`config.mk`:
```
export PLATFORM = sky130hd
export DESIGN_NAME = tlb_req_arbiter
export DESIGN_NICKNAME = d
export VERILOG_FILES = /design/src/rtl/tlb_req_arbiter.sv
export SDC_FILE = /design/constraint.sdc
export NUM_CORES = 1
export LEC_CHECK = 0
export BUFFER_PORTS_ARGS = -buffer_cell sky130_fd_sc_hd__buf_4
export CAP_MARGIN = 20
export CORE_MARGIN = 1.5
export CORE_UTILIZATION = 23
export CTS_CLUSTER_DIAMETER = 200
export CTS_CLUSTER_SIZE = 16
export DETAILED_ROUTE_END_ITERATION = 10
export PLACE_DENSITY_LB_ADDON = 0.3
export SLEW_MARGIN = 20
export SYNTH_ARGS = -nofsm -noshare
export SYNTH_HDL_FRONTEND = slang
export SYNTH_SLANG_ARGS = --single-unit
```
`constraint.sdc`:
```
create_clock -name clk -period 5.1 [get_ports clk]
set_input_delay 1.02 -clock clk [delete_from_list [all_inputs] [get_ports clk]]
set_output_delay 1.02 -clock clk [all_outputs]
set_load 0.05 [all_outputs]
```
`src/rtl/tlb_req_arbiter.sv`:
```
// Round-robin arbiter sharing one TLB between NUM_REQ requesters, one translation in flight.
// Optional stuck-translation abort is compiled in with `define TLB_ARB_TIMEOUT_EN.
module tlb_req_arbiter #(
   parameter int NUM_REQ        = 2,
   parameter int TIMEOUT_CYCLES = 256,
   localparam int IDW           = (NUM_REQ > 1) ? $clog2(NUM_REQ) : 1
) (
   input  logic                   clk,
   input  logic                   rst,
   input  logic [NUM_REQ-1:0]     req_valid_i,
   output logic [NUM_REQ-1:0]     req_ready_o,
   input  logic [32*NUM_REQ-1:0]  req_vaddr_i,
   input  logic [3*NUM_REQ-1:0]   req_access_type_i,
   output logic [NUM_REQ-1:0]     resp_valid_o,
   output logic [31:0]            resp_paddr_o,
   output logic                   resp_hit_o,
   output logic                   resp_fault_o,
   output logic                   resp_timeout_o,
   output logic                   tlb_req_valid_o,
   output logic [31:0]            tlb_vaddr_o,
   output logic [2:0]             tlb_access_type_o,
   input  logic                   tlb_resp_valid_i,
   input  logic [31:0]            tlb_paddr_i,
   input  logic                   tlb_hit_i,
   input  logic                   tlb_fault_i,
   output logic                   busy_o,
   output logic [IDW-1:0]         grant_id_o,
   output logic [1:0]             dbg_state_o
);

   localparam int CW = IDW + 1;

   typedef enum logic [1:0] {
      S_IDLE  = 2'd0,
      S_ISSUE = 2'd1,
      S_WAIT  = 2'd2,
      S_RESP  = 2'd3
   } state_t;

   state_t               state;
   logic [IDW-1:0]       ptr;
   logic [IDW-1:0]       win_id;
   logic                 win_found;
   logic [CW-1:0]        cand;
   logic [NUM_REQ-1:0]   win_onehot;
   logic [NUM_REQ-1:0]   owner_onehot;
   logic [IDW-1:0]       ptr_next;
   logic [31:0]          sel_vaddr;
   logic [2:0]           sel_type;

`ifdef TLB_ARB_TIMEOUT_EN
   localparam int TCW = $clog2(TIMEOUT_CYCLES);
   logic [TCW-1:0]       wait_cnt;
   logic                 timeout_q;
`endif

   if (NUM_REQ < 2 || NUM_REQ > 8 || TIMEOUT_CYCLES < 2) begin : g_cfg_check
      $error("tlb_req_arbiter: NUM_REQ must be 2..8 and TIMEOUT_CYCLES >= 2");
   end

   // Round-robin search starting at ptr; the sum of two ids wraps at most once.
   always_comb begin
      win_id    = '0;
      win_found = 1'b0;
      cand      = '0;
      for (int i = 0; i < NUM_REQ; i++) begin
         cand = {1'b0, ptr} + CW'(i);
         if (cand >= CW'(NUM_REQ))
            cand = cand - CW'(NUM_REQ);
         if (!win_found && req_valid_i[cand[IDW-1:0]]) begin
            win_found = 1'b1;
            win_id    = cand[IDW-1:0];
         end
      end
   end

   always_comb begin
      sel_vaddr = '0;
      sel_type  = '0;
      for (int k = 0; k < NUM_REQ; k++) begin
         if (win_id == IDW'(k)) begin
            sel_vaddr = req_vaddr_i[32*k +: 32];
            sel_type  = req_access_type_i[3*k +: 3];
         end
      end
   end

   always_comb begin
      win_onehot           = '0;
      win_onehot[win_id]   = 1'b1;
      owner_onehot         = '0;
      owner_onehot[grant_id_o] = 1'b1;
   end

   assign ptr_next = (win_id == IDW'(NUM_REQ - 1)) ? '0 : win_id + 1'b1;

   // Valid/ready: requester k transfers on a rising edge where req_valid_i[k] & req_ready_o[k];
   // ready is offered only in IDLE, only to the round-robin winner, and data need only be stable then.
   assign req_ready_o = (state == S_IDLE && !rst && win_found) ? win_onehot : '0;

   always_ff @(posedge clk) begin
      if (rst) begin
         state             <= S_IDLE;
         ptr               <= '0;
         grant_id_o        <= '0;
         tlb_req_valid_o   <= 1'b0;
         tlb_vaddr_o       <= '0;
         tlb_access_type_o <= '0;
         resp_valid_o      <= '0;
         resp_paddr_o      <= '0;
         resp_hit_o        <= 1'b0;
         resp_fault_o      <= 1'b0;
`ifdef TLB_ARB_TIMEOUT_EN
         wait_cnt          <= '0;
         timeout_q         <= 1'b0;
`endif
      end else begin
         case (state)
            S_IDLE: begin
               if (win_found) begin
                  tlb_vaddr_o       <= sel_vaddr;
                  tlb_access_type_o <= sel_type;
                  grant_id_o        <= win_id;
                  ptr               <= ptr_next;
                  tlb_req_valid_o   <= 1'b1;
                  state             <= S_ISSUE;
               end
            end
            S_ISSUE: begin
               tlb_req_valid_o <= 1'b0;
`ifdef TLB_ARB_TIMEOUT_EN
               wait_cnt        <= '0;
`endif
               state           <= S_WAIT;
            end
            S_WAIT: begin
               // A real response wins over a timeout expiring in the same cycle.
               if (tlb_resp_valid_i) begin
                  resp_paddr_o <= tlb_paddr_i;
                  resp_hit_o   <= tlb_hit_i;
                  resp_fault_o <= tlb_fault_i;
`ifdef TLB_ARB_TIMEOUT_EN
                  timeout_q    <= 1'b0;
`endif
                  resp_valid_o <= owner_onehot;
                  state        <= S_RESP;
               end
`ifdef TLB_ARB_TIMEOUT_EN
               else if (wait_cnt == TCW'(TIMEOUT_CYCLES - 1)) begin
                  resp_paddr_o <= '0;
                  resp_hit_o   <= 1'b0;
                  resp_fault_o <= 1'b1;
                  timeout_q    <= 1'b1;
                  resp_valid_o <= owner_onehot;
                  state        <= S_RESP;
               end else begin
                  wait_cnt <= wait_cnt + 1'b1;
               end
`endif
            end
            S_RESP: begin
               resp_valid_o <= '0;
               state        <= S_IDLE;
            end
            default: state <= S_IDLE;
         endcase
      end
   end

`ifdef TLB_ARB_TIMEOUT_EN
   assign resp_timeout_o = timeout_q;
`else
   assign resp_timeout_o = 1'b0;
`endif

   assign busy_o      = (state != S_IDLE);
   assign dbg_state_o = state;

endmodule

```
# After elaboration in Yosys (flattened, before gate mapping)
# Index checks and enable logic that the tools add are counted.
# W data, S select, Z words.
word_totals:
  ff_bits: 76
  in_bits: 109
  out_inout_bits: 79
  wordCells: 68
classes:
  add_sub_neg: 4
  order_cmp: 8
  n_eq_ne: 5
  mux: 25
  n_reduce_logical: 16
ops:
  columns: ["operator", "n"]
  rows:
  - ["$mux W32", 1]
  - ["$mux W1", 14]
  - ["$reduce_and A2 Y1", 5]
  - ["$lt A1 B2 Y1 const B", 4]
  - ["$mux W2", 4]
  - ["$pmux W2 S4", 1]
  - ["$reduce_bool A2 Y1", 3]
  - ["$logic_and A1 B1 Y1", 5]
  - ["$eq A2 B2 Y1 const B", 2]
  - ["$ne A2 B2 Y1 const B", 2]
  - ["$pmux W2 S2", 1]
  - ["$mux W3", 1]
  - ["$add A1 B1 Y2 const B", 1]
  - ["$demux W1 S1", 2]
  - ["$eq A2 B1 Y1 const B", 1]
  - ["$ge A1 B1 Y1 const B", 2]
  - ["$ge A1 B2 Y1 const B", 1]
  - ["$ge A2 B2 Y1 const B", 1]
  - ["$logic_not A1 Y1", 2]
  - ["$logic_not A2 Y1", 1]
  - ["$pmux W1 S2", 1]
  - ["$sub A1 B1 Y1 const B", 2]
  - ["$add A1 B1 Y1 const B", 1]

# Logic depth before layout (Yosys ltp)
depth:
  ltp_word: 13
  mapped_depth: 7
  ltp_nobuf: 5

# Worst setup path before layout
# No wires, ideal clock.
synth_timing:
  path_type: "flip-flop to output port"
  start: "register state[0] (netlist: dbg_state_o[0])"
  end: "output port req_ready_o[1]"
  t_arrival_ps: 1688
  t_required_ps: 4080
  slack_ps: 2392
  stages_incl_launch_ff: 7
  path_buffers: 2
  cell_sequence: "dfxtp_1 > inv_1 > ha_1 > nor2b_1 > and3_1 > buf_2 > buf_4"
synth_between:
  elab_chain_cells: 4
synth_rtl:
  columns: ["item", "line", "source"]
  rows:
  - ["from (decl)", "40", "state_t state;"]
  - ["from (signal assigned)", "103", "state <= S_IDLE;"]
  - ["from (signal assigned)", "126", "state <= S_ISSUE;"]
  - ["from (signal assigned)", "134", "state <= S_WAIT;"]
  - ["$logic_not A2 Y1", "99", "assign req_ready_o = (state == S_IDLE && !rst && win_found) ? win_onehot : '0;"]
  - ["$logic_and A1 B1 Y1 (2 in a row)", "99", null]
  - ["$mux W2", "99", null]
  - ["to (decl)", "11", "output logic [NUM_REQ-1:0] req_ready_o,"]
# No other way between the ends.

# Worst setup path after layout
layout_timing:
  start: "input port rst"
  end: "output port req_ready_o[0]"
layout_between:
  elab_chain_cells: 4
layout_rtl:
  columns: ["item", "line", "source"]
  rows:
  - ["from (decl)", "9", "input logic rst,"]
  - ["$logic_not A1 Y1", "99", null]
  - ["$logic_and A1 B1 Y1 (2 in a row)", "99", null]
  - ["$mux W2", "99", null]
# No other way between the ends.

==> metrics <==
outcome completed; Worst Path Class, Setup input port to primary output; reg2reg setup slack 3.14 ns; minimum clock period 3.206 ns; met2 usage 19.88%; met3 Track Usage GR 6.694%; Unique masters post-synth 28; Die Width 116.4 um; ANT nets after route 0; vias in the first global route 2887; Congestion Overflow GR 0; Setup Total Neg Slack 0 ns; WP data arrival 2.19 ns; GP Congestion 0.6839; layout cells sized above 1 41.63%; Hold Fails Final Rpt 0; port bufs 186; post-cts resize count 0; # setup viols final 0; layer with the highest usage met2; routed wire length 8.786 mm; Root Driver clkbuf_16; first-pass GRT wire length 13.31 mm; # fillers 1279; Die ar. 13550 sq um; largest net degree at the start of global routing 78; Initial Util 23.53%; Leakage 2.080 nW; die height 116.4 um; WHS Path Cells 2; antenna violations before repair 0; R2R depth 6; Num CTS Buffers 9; Placed Cells incl. Taps 647; max-cap viol count 0; measured slew at the worst slew-check pin 0.8143 ns; peak supply drop 0.0002566 V; Placeable Area 12570 sq um; flops & latches, synth 76; CTS tree done; Reg clk slew, reported paths 0.05 ns; CTS Buffer Depth 2; Max FO, Critical Path 77; DRT iter0 DRCs 143; HP Class flip-flop to flip-flop; htree depth 3; Design Area, Final 4732 sq um; most common cell after layout, fill and taps aside buf_4; via count 2972; final HPWL from detailed placement 6.376 mm; most frequent cells in the layout 189 x buf_4, 76 x dfxtp_1, 72 x nand2_1; antenna cells 0; Post-Layout Cell Count 662; latest clock arrival within the worst-skew pair 0.33 ns; Synth Instances 313; clk_skew 0.005494 ns; Synthesis Warnings 0; Worst Min Path Start resp_hit_o$_SDFFE_PP0P_; Reg-to-Reg Start dbg_state_o[0]$_SDFFE_PP0P_; Setup Buffers After CTS 0; Site Rows 41; routed len/inst 13.27 um; PD cells 535.4 nW/um^2; GR Util met1 14.57%; Mean Syn Cell Area 9.450 sq um; clock sinks 76; Startpoint Class input port; Max Slew Vio Count 0; final cycle utilization of the critical path 62.87%; Seq/Total Area, Yosys 51.44%; Worst Hold Path EP resp_hit_o$_SDFFE_PP0P_; Post-Syn Nets 426; gr usage total 12.91%; worst r2r dst tlb_vaddr_o[8]$_SDFFE_PP0P_; Rel. slew slack 45.71%; RSZ-0062 raised after global routing false; vias per inst 4.489; Overall Power 2.533 mW; drt drc 0; Critical Path End Type primary output; Worst EP required 4.08 ns; area grow syn2layout 59.98%; CTS Hold Bufs 0; Mapped Area 2958 sq um; maximum clock frequency 0.3119 GHz; DRT Pass-1 Iters 5; Area after DPL 4462 sq um; IO Pins 188; Layout Nets 599
## per-stage QoR
stage	util (%)	worst slack (ns)	hold WS [ns]
CTS	37.65	1.863	0.4554
global placement	35.27	1.882	0.4440
floorplan	-	2.392	0.4399
global route	37.65	1.752	0.4793
detailed placement	35.50	1.862	0.4471
finish	37.65	1.894	0.4502
## how the worst max path moves through the flow
stage               slack, ns                   startpoint             end
finish                   1.89                          rst  req_ready_o[0]
global route             1.75                          rst  req_ready_o[0]
CTS                      1.86                          rst  req_ready_o[0]
detailed placement       1.86                          rst  req_ready_o[0]
global placement         1.88                          rst  req_ready_o[0]
floorplan                2.39  dbg_state_o[0]$_SDFFE_PP0P_  req_ready_o[1]
## critical path, cell delays in order
cell,delay (ns)
buf_4,0.60
nor2b_1,0.12
and3_1,0.23
buf_4,0.19
## cells in the mapped netlist
cell      number  area [sq um]
a221o_1       35         350.3
nor2b_1        2         12.51
o221a_1        1         11.26
and3_1         2         12.51
nand2_1       72         270.3
mux2i_1        1         10.01
buf_1          1         3.750
o21a_1         1         7.510
or3_1          1         6.260
o21ai_0        1         5.000
o31ai_1        1         7.510
or4b_1         1         10.01
buf_2         13         65.06
nor3b_1       36         270.3
and2_1         1         6.260
inv_1          5         18.77
a21oi_1       36         180.2
nand2b_1       1         6.260
conb_1         1         3.750
a21o_1         2         15.01
ha_1           4         50.05
clkinv_1       1         3.750
a32oi_1        1         8.760
buf_4          2         15.01
nor2_1         3         11.26
buf_6          4         45.04
dfxtp_1       76          1521
clkbuf_1       8         30.03
## sequential cells by signal, indices dropped and copies added, names as in the netlist
| name | flops |
|---|---|
| resp_hit_o | 1 |
| tlb_access_type_o | 3 |
| resp_valid_o | 2 |
| dbg_state_o | 2 |
| ptr | 1 |
| tlb_req_valid_o | 1 |
| resp_fault_o | 1 |
| tlb_vaddr_o | 32 |
| resp_paddr_o | 32 |
| grant_id_o | 1 |
## metal layers
layer  share of wire (%)  vias to the layer above
met2                  44                      150
met3                  13                       10
met1                  41                     1358
met5                   0                        -
met4                 2.1                        0
li1                    -                     1454
## where the power goes
part	leakage (nW)	internal [mW]	total [mW]	switching (mW)
registers	0.621	0.724	0.795	0.0704
clock network	0.135	0.352	0.579	0.228
logic	1.32	0.390	1.16	0.770
## kinds of logic after synthesis
group / Yosys count / synth area share [%]
DFF: 76 / 51.44
and+or+nand+nor: 119 / 20.47
adders and majority gates: 4 / 1.692
AOI/OAI and AO/OA: 78 / 19.80
buffers and inverters: 34 / 6.133
muxes: 1 / 0.3384
other: 1 / 0.1268
## layout make-up
cell class	instances	area [sq um]	area share, %
Sequential cell	76	1521	32.15
Timing Repair Buffer	190	1446	30.57
Multi-Input combinational cell	203	1256	26.55
Clock buffer	13	260.3	5.500
Tap cell	172	215.2	4.548
Inverter	6	22.52	0.4759
Clock inverter	2	10.01	0.2115
Power figures use the tool's default switching activity.
